$ cat src/rtl/mul_seq_pkg.sv
// rtl/mul_seq_pkg.sv - shared ALU constants and sign-magnitude helper
package mul_seq_pkg;

    // Default operand width for the iterative ALU units.
    localparam int WIDTH_DEFAULT = 32;

    // Working width of the negate helper; callers must keep 2*WIDTH within it.
    localparam int MAG_W = 128;

    // FSM encoding shared with the iterative divider.
    typedef logic [1:0] state_t;
    localparam logic [1:0] S_IDLE      = 2'b00;
    localparam logic [1:0] S_COMPUTING = 2'b01;
    localparam logic [1:0] S_FIXUP     = 2'b10;

    // Conditional two's-complement negate. With neg = signed & msb this gives
    // |x|; with neg = result sign it restores the signed result. Callers
    // zero-extend into MAG_W bits and size-cast the result back, so the
    // low bits are exact modulo 2^width.
    function automatic logic [MAG_W-1:0] cond_neg(input logic [MAG_W-1:0] x,
                                                  input logic neg);
        return neg ? (~x + MAG_W'(1)) : x;
    endfunction

endpackage

$ cat src/rtl/mul_step.sv
// rtl/mul_step.sv - one combinational radix-2 shift-add iteration
module mul_step #(
    parameter int WIDTH = 32
) (
    input  logic [2*WIDTH-1:0] i_acc,
    input  logic [2*WIDTH-1:0] i_mcand,
    input  logic [WIDTH-1:0]   i_mplier,
    output logic [2*WIDTH-1:0] o_acc,
    output logic [2*WIDTH-1:0] o_mcand,
    output logic [WIDTH-1:0]   o_mplier,
    output logic               o_last
);

    // Add the shifted multiplicand when the current multiplier bit is set.
    assign o_acc    = i_mplier[0] ? (i_acc + i_mcand) : i_acc;

    // Multiplicand never exceeds 2^WIDTH and shifts at most WIDTH-1 more
    // times while it can still be added, so dropping the top bit is safe.
    assign o_mcand  = i_mcand << 1;
    assign o_mplier = i_mplier >> 1;

    // Early exit: no set bits remain in the multiplier after this step.
    assign o_last   = (o_mplier == '0);

endmodule

$ cat src/rtl/mul_seq.sv
// rtl/mul_seq.sv - iterative radix-2 shift-add multiplier with start/busy handshake
module mul_seq
    import mul_seq_pkg::*;
#(
    parameter int WIDTH = WIDTH_DEFAULT
) (
    input  logic             clk,
    input  logic             reset,
    input  logic             start,
    input  logic             signedness,
    input  logic [WIDTH-1:0] a,
    input  logic [WIDTH-1:0] b,
    output logic             busy,
    output logic             done,
    output logic [WIDTH-1:0] hi,
    output logic [WIDTH-1:0] lo
);

    localparam int PW = 2 * WIDTH;

    logic [1:0]       r_state;
    logic             r_sign;
    logic [PW-1:0]    r_mcand;
    logic [WIDTH-1:0] r_mplier;
    logic [PW-1:0]    r_acc;
    logic [WIDTH-1:0] r_hi;
    logic [WIDTH-1:0] r_lo;
    logic             r_done;

    logic [WIDTH-1:0] w_abs_a;
    logic [WIDTH-1:0] w_abs_b;
    logic [PW-1:0]    w_acc_nxt;
    logic [PW-1:0]    w_mcand_nxt;
    logic [WIDTH-1:0] w_mplier_nxt;
    logic             w_last;
    logic [PW-1:0]    w_prod;

    // Operand magnitudes; the most-negative value maps onto itself and is
    // then read as unsigned, which is the correct magnitude.
    assign w_abs_a = WIDTH'(cond_neg(MAG_W'(a), signedness & a[WIDTH-1]));
    assign w_abs_b = WIDTH'(cond_neg(MAG_W'(b), signedness & b[WIDTH-1]));

    // Final signed product; -0 = 0 so a zero result needs no special case.
    assign w_prod  = PW'(cond_neg(MAG_W'(r_acc), r_sign));

    mul_step #(
        .WIDTH (WIDTH)
    ) u_step (
        .i_acc    (r_acc),
        .i_mcand  (r_mcand),
        .i_mplier (r_mplier),
        .o_acc    (w_acc_nxt),
        .o_mcand  (w_mcand_nxt),
        .o_mplier (w_mplier_nxt),
        .o_last   (w_last)
    );

    // Sequencer: capture operands, iterate until the multiplier empties, then sign-fix.
    always_ff @(posedge clk) begin
        if (reset) begin
            r_state  <= S_IDLE;
            r_sign   <= 1'b0;
            r_mcand  <= '0;
            r_mplier <= '0;
            r_acc    <= '0;
            r_hi     <= '0;
            r_lo     <= '0;
            r_done   <= 1'b0;
        end else begin
            r_done <= 1'b0;
            case (r_state)
                S_IDLE: begin
                    if (start) begin
                        r_sign   <= signedness & (a[WIDTH-1] ^ b[WIDTH-1]);
                        r_mcand  <= PW'(w_abs_a);
                        r_mplier <= w_abs_b;
                        r_acc    <= '0;
                        r_state  <= (w_abs_b != '0) ? S_COMPUTING : S_FIXUP;
                    end
                end
                S_COMPUTING: begin
                    r_acc    <= w_acc_nxt;
                    r_mcand  <= w_mcand_nxt;
                    r_mplier <= w_mplier_nxt;
                    if (w_last) begin
                        r_state <= S_FIXUP;
                    end
                end
                S_FIXUP: begin
                    r_hi    <= w_prod[PW-1:WIDTH];
                    r_lo    <= w_prod[WIDTH-1:0];
                    r_done  <= 1'b1;
                    r_state <= S_IDLE;
                end
                default: begin
                    r_state <= S_IDLE;
                end
            endcase
        end
    end

    assign busy = (r_state != S_IDLE);
    assign done = r_done;
    assign hi   = r_hi;
    assign lo   = r_lo;

endmodule

$ cat config.mk
export PLATFORM = sky130hd
export DESIGN_NAME = mul_seq
export DESIGN_NICKNAME = d
export VERILOG_FILES = /design/src/rtl/mul_seq_pkg.sv /design/src/rtl/mul_step.sv /design/src/rtl/mul_seq.sv
export SDC_FILE = /design/constraint.sdc
export NUM_CORES = 1
export LEC_CHECK = 0
export CORE_MARGIN = 1.5
export CORE_UTILIZATION = 50
export CTS_CLUSTER_DIAMETER = 40
export DETAILED_ROUTE_END_ITERATION = 10
export PLACE_DENSITY = 0.7
export SETUP_SLACK_MARGIN = 0.3
export SYNTH_ARGS = -nofsm -noshare
export SYNTH_HDL_FRONTEND = slang
export SYNTH_SLANG_ARGS = --single-unit
$ cat constraint.sdc
create_clock -name clk -period 4.8 [get_ports clk]
set_input_delay 0.96 -clock clk [delete_from_list [all_inputs] [get_ports clk]]
set_output_delay 0.96 -clock clk [all_outputs]
set_load 0.01 [all_outputs]
# Yosys cells after proc, flatten, opt, wreduce, memory -nomap -nowiden
# Cells that the tools add are included.
# W data, S select, Z words.
# totals
register_bits	228
wordCells	48
input_bits	68
# op_classes
add_sub_neg	4
n_eq_ne	5
n_mux	15
bitwise_logic	7
reduce_logical	9
# ops
operator	count
$mux W64	4
$pmux W64 S2	2
$mux W32	3
$add A32 B1 Y32 const B	2
$add A64 B1 Y64 const B	1
$add A64 B64 Y64	1
$not A32 Y32	2
$not A64 Y64	1
$pmux W32 S2	1
$logic_not A32 Y1	1
$reduce_bool A32 Y1	1
$mux W2	3
$reduce_and A2 Y1	3
$ne A2 B2 Y1 const B	2
$pmux W2 S2	1
$reduce_bool A2 Y1	2
$and A1 B1 Y1	3
$reduce_and A3 Y1	1
$eq A2 B1 Y1 const B	1
$eq A2 B2 Y1 const B	1
$logic_not A2 Y1	1
$ne A2 B1 Y1 const B	1
$mux W1	1
$xor A1 B1 Y1	1

# Depth between registers and ports, before layout
# depth
ltp_word	7
ltp_mapped	13
depth_no_buf	13

# Modules after synthesis
# Synthesis repeated with hierarchy kept, for this count alone.
# unflattened
hier_cells	2115
hier_area_um2	16723.5
# by_module_without_submodules
module	area_each_um2	n_inst	cells_each	seq_area_each_um2
mul_seq	11153.2	1	1324	4564.4
mul_step	5570.3	1	791	0.0

# Worst setup path after synthesis
# Ideal clock, no wire load.
# synth_path
kind	in2reg
start	in b[1]
end	reg r_state[0]
path_stages	11
setup_slack_ps	1185
n_path_buf	0
setup_time_ps	132
arrival_time_ps	3483
path_cell_list	inv_1 ha_1 or4b_4 o21ai_2 xnor2_1 a211o_1 or4_1 or3_1 or4_1 nor4_2 o22ai_1
# synth_via
elab_chain_cells	7
# synth_lines
element	line_no	source
start: declaration	mul_seq.sv:12	input logic [WIDTH-1:0] b,
$not A32 Y32	mul_seq_pkg.sv:22	return neg ? (~x + MAG_W'(1)) : x;
$add A32 B1 Y32	mul_seq_pkg.sv:22	
$mux W32 *	mul_seq_pkg.sv:22	
$reduce_bool A32 Y1 *	mul_seq.sv:78	r_state <= (w_abs_b != '0) ? S_COMPUTING : S_FIXUP;
$mux W2 *	mul_seq.sv:78	
$mux W2 *	mul_seq.sv:73	if (start) begin
$pmux W2 S2 *	mul_seq.sv:71	case (r_state)
end signal: assignment	mul_seq.sv:78	
end: declaration	mul_seq.sv:21	logic [1:0] r_state;
# Every way passes the cells marked *; elsewhere a longest branch is shown, timed or not. The select of a mux whose other input is x is not followed.
# A chain may end at the register's enable or synchronous reset.

# Final worst setup path
# layout_path
start	in b[5]
end	reg r_state[0]
# Same word-level chain as after synthesis.

==> impl_metrics.ini <==
[drt]
viasPerCell = 6.01
drt.antenna.violating_nets = 0
wl_per_cell_um = 17.5
vias = 14203
initialDrtViolationCount = 1309
drc = 0
drt-pass1-iter-count = 9
drt-total-wl_um = 41300

[grt]
grt_pass1_vias = 13100
overflow = 0
grt_start_max_net_pins = 111
antenna_found_initial = 6
track_usage_pct = 26.9
grt_pass1_wl_um = 67700

[die]
io_pins = 134
initial_core_util_pct = 50.8
die_w_um = 174
die_h_um = 174
rows = 62
core_mm2 = 0.0288
die_area_mm2 = 0.0303

[timing]
tns_ns = 0
min_period_ns = 3.90
rsz0062_at_grt = false
hold-worst-slack_ns = 0.450
finalHoldViolCount = 0
slew_headroom_pct = 16.9
max_clock_freq_mhz = 257
slew_violations = 0
tightest_slew_ns = 1.25
finClkSkew_ns = 0.0197
finalSetupViolCount = 0
fin_crit_sh_pct = 81.2

[clocking]
cts_tree = built
cts_hold_buf = 0
cts.clk_slew.worst_paths_ns = 0.05
clk_latency_ns = 0.52
clock_path_buffers = 3
cts_setup_buffers = 0
cts_resized = 0
cts_made_buffers = 37
cts_max_level = 2
clock_sinks = 228
cts_root_buf = clkbuf_16

[yosys]
synth_cell_types = 79
async_reset_ff_share_pct = 0
ys_seq_area_share_pct = 31.2
syn-num-nets = 2015
synth-seq-cells = 228
syn_avg_cell_area_um2 = 7.78
synth_area_mm2 = 0.0146
synthCells = 1880
yosysTopAreaCellShare_pct = 31.2
synth_edf_count = 0
synth.largest_area_cell = dfxtp_1
synthTopCellsByArea = dfxtp_1, nor2_1, ha_1
yosysWarnings = 0
synthFlopType = dfxtp_1

[finish]
final_common_cell = nor2_1
drive_gt1_share_pct = 6.03
fin_nets = 2082
syn2layout_area_growth_pct = 19.1
final_cell_mix = nor2_1, dfxtp_1, nand2_1
final_cell_area_mm2 = 0.0174

[critical_path]
cp.required_ns = 5.15
cp-start-kind = input port
crit_family = simple AND/OR/NAND/NOR gates
cp-end-kind = flop
slowest_delay_ns = 0.55
timing.rr.start = r_acc[0]
cp.arrival_ns = 4.25
crit_slowest_cell = clkdlybuf4s50_1
cp_common_cell = or4_1
path_class = input port to flop
ff2ff_path_depth = 13
path_depth = 11
path_max_fanout = 6
crit_chain = clkdlybuf4s50_1 > or3_4 > nor3_4 > nand2_2 > nand2_1 > xnor2_1 > or4_1 > or3_1 > or4_1 > nor4_2 > o22ai_1
path_buf_inv = 1
critPathLaunch = b[5]

[job]
drv_cap = 0

[pwr]
netSwitchingFraction_pct = 28.2
power.switching_mw = 1.58
leakage_nw = 6.79
max-vdd-ir-drop_mv = 0.245
pwr-share-clk_pct = 47.7
power_frac_comb_pct = 15.3
p_seq_share_pct = 37.0
finalPower_mw = 5.60
power.internal_mw = 4.02
p_per_area_mw_per_mm2 = 322

[place]
placed_area_mm2 = 0.0162
hpwlAfterDp_um = 30300
place_congestion = 0.934
portBuffers = 133

[run_status]
outcome = finished, final reports clean

[min_path]
worstHoldStart = hi[1]
holdPathStages = 2
hold_path_class = flop to flop
## metrics by stage
stage / util [%] / std cells / worst slack (ns)
2_1_floorplan: - / 1880 / 1.18
3_5_place_dp: 56.1 / 2292 / 0.391
3_3_place_gp: 56.1 / 2292 / 0.453
6_report: 60.5 / 2362 / 0.903
5_1_grt: 60.5 / 2360 / 0.570
4_1_cts: 60.5 / 2358 / 0.910
## registers in the layout, indices dropped and copies added (netlist names)
signal,count
hi,32
r_sign,1
r_mcand,64
r_mplier,32
lo,32
done,1
r_state,2
r_acc,64
## metal layers
| layer | wire length [um] | global-route usage (%) |
|---|---|---|
| met1 | 19100 | 38.2 |
| met2 | 17900 | 41.6 |
| met3 | 3420 | 5.07 |
| met4 | 852 | 7.44 |
| met5 | 13 | 0 |
## Yosys cell counts (all sizes together), types with 4 or more instances
cell	n
a21o	29
nor3	31
xor2	90
or4	17
or3	24
o22ai	4
clkbuf	113
nand2	191
and2	13
o21bai	14
a222oi	59
dfxtp	228
nor2	253
a31oi	15
a211oi	46
nand3	22
xnor2	84
inv	32
nand3b	4
nor4	24
nor2b	15
ha	66
a211o	4
nand4	23
and3	13
o21ai	114
buf	12
nand2b	16
or2	12
a21boi	6
a22oi	63
a21oi	146
o41ai	10
o21a	7
o31ai	28
## worst min-delay path: cells and delay by family, from the launching register on
kind               cells  cell delay (ns)
AOI/OAI and AO/OA      1             0.05
DFF                    1             0.31
and+or+nand+nor        1             0.05
## kinds of logic after synthesis
kind of cell | after synthesis | share of synthesized area [%]
multiplexers | 4 | 0.282
AND/OR/NAND/NOR | 671 | 21.5
buffers and inverters | 157 | 4.04
adder cells (fa/ha/maj) | 67 | 5.78
XOR/XNOR | 174 | 10.4
flip-flops | 228 | 31.2
AO/OA/AOI/OAI | 579 | 26.7
## final cells by class
cell class,instances,area [um2]
fill,2673,11400
multi-input combinational,1495,9500
sequential,228,4570
timing repair buffer,153,1480
clock buffer,47,1060
tap,384,480
clock inverter,19,204
inverter,32,120
antenna,4,10.0
## path summary, 6_finish.rpt
path / endpoint / slack [ns]
worst max register to register: r_acc[56] / 0.93
worst min-delay path: hi[1] / 0.45
worst max-delay path: r_state[0] / 0.90
worst min register to register: hi[1] / 0.45
## power by group through the flow
stage / Combinational (mW) / Sequential (mW) / Clock [mW]
after floorplan: 0.573 / 2.08 / 0
after global placement: 0.836 / 2.11 / 0
after detailed placement: 0.846 / 2.11 / 0
after CTS: 0.850 / 2.07 / 2.72
after global routing: 0.943 / 2.08 / 2.81
final: 0.855 / 2.07 / 2.67
Note: power is estimated with default switching activity, not from simulation.
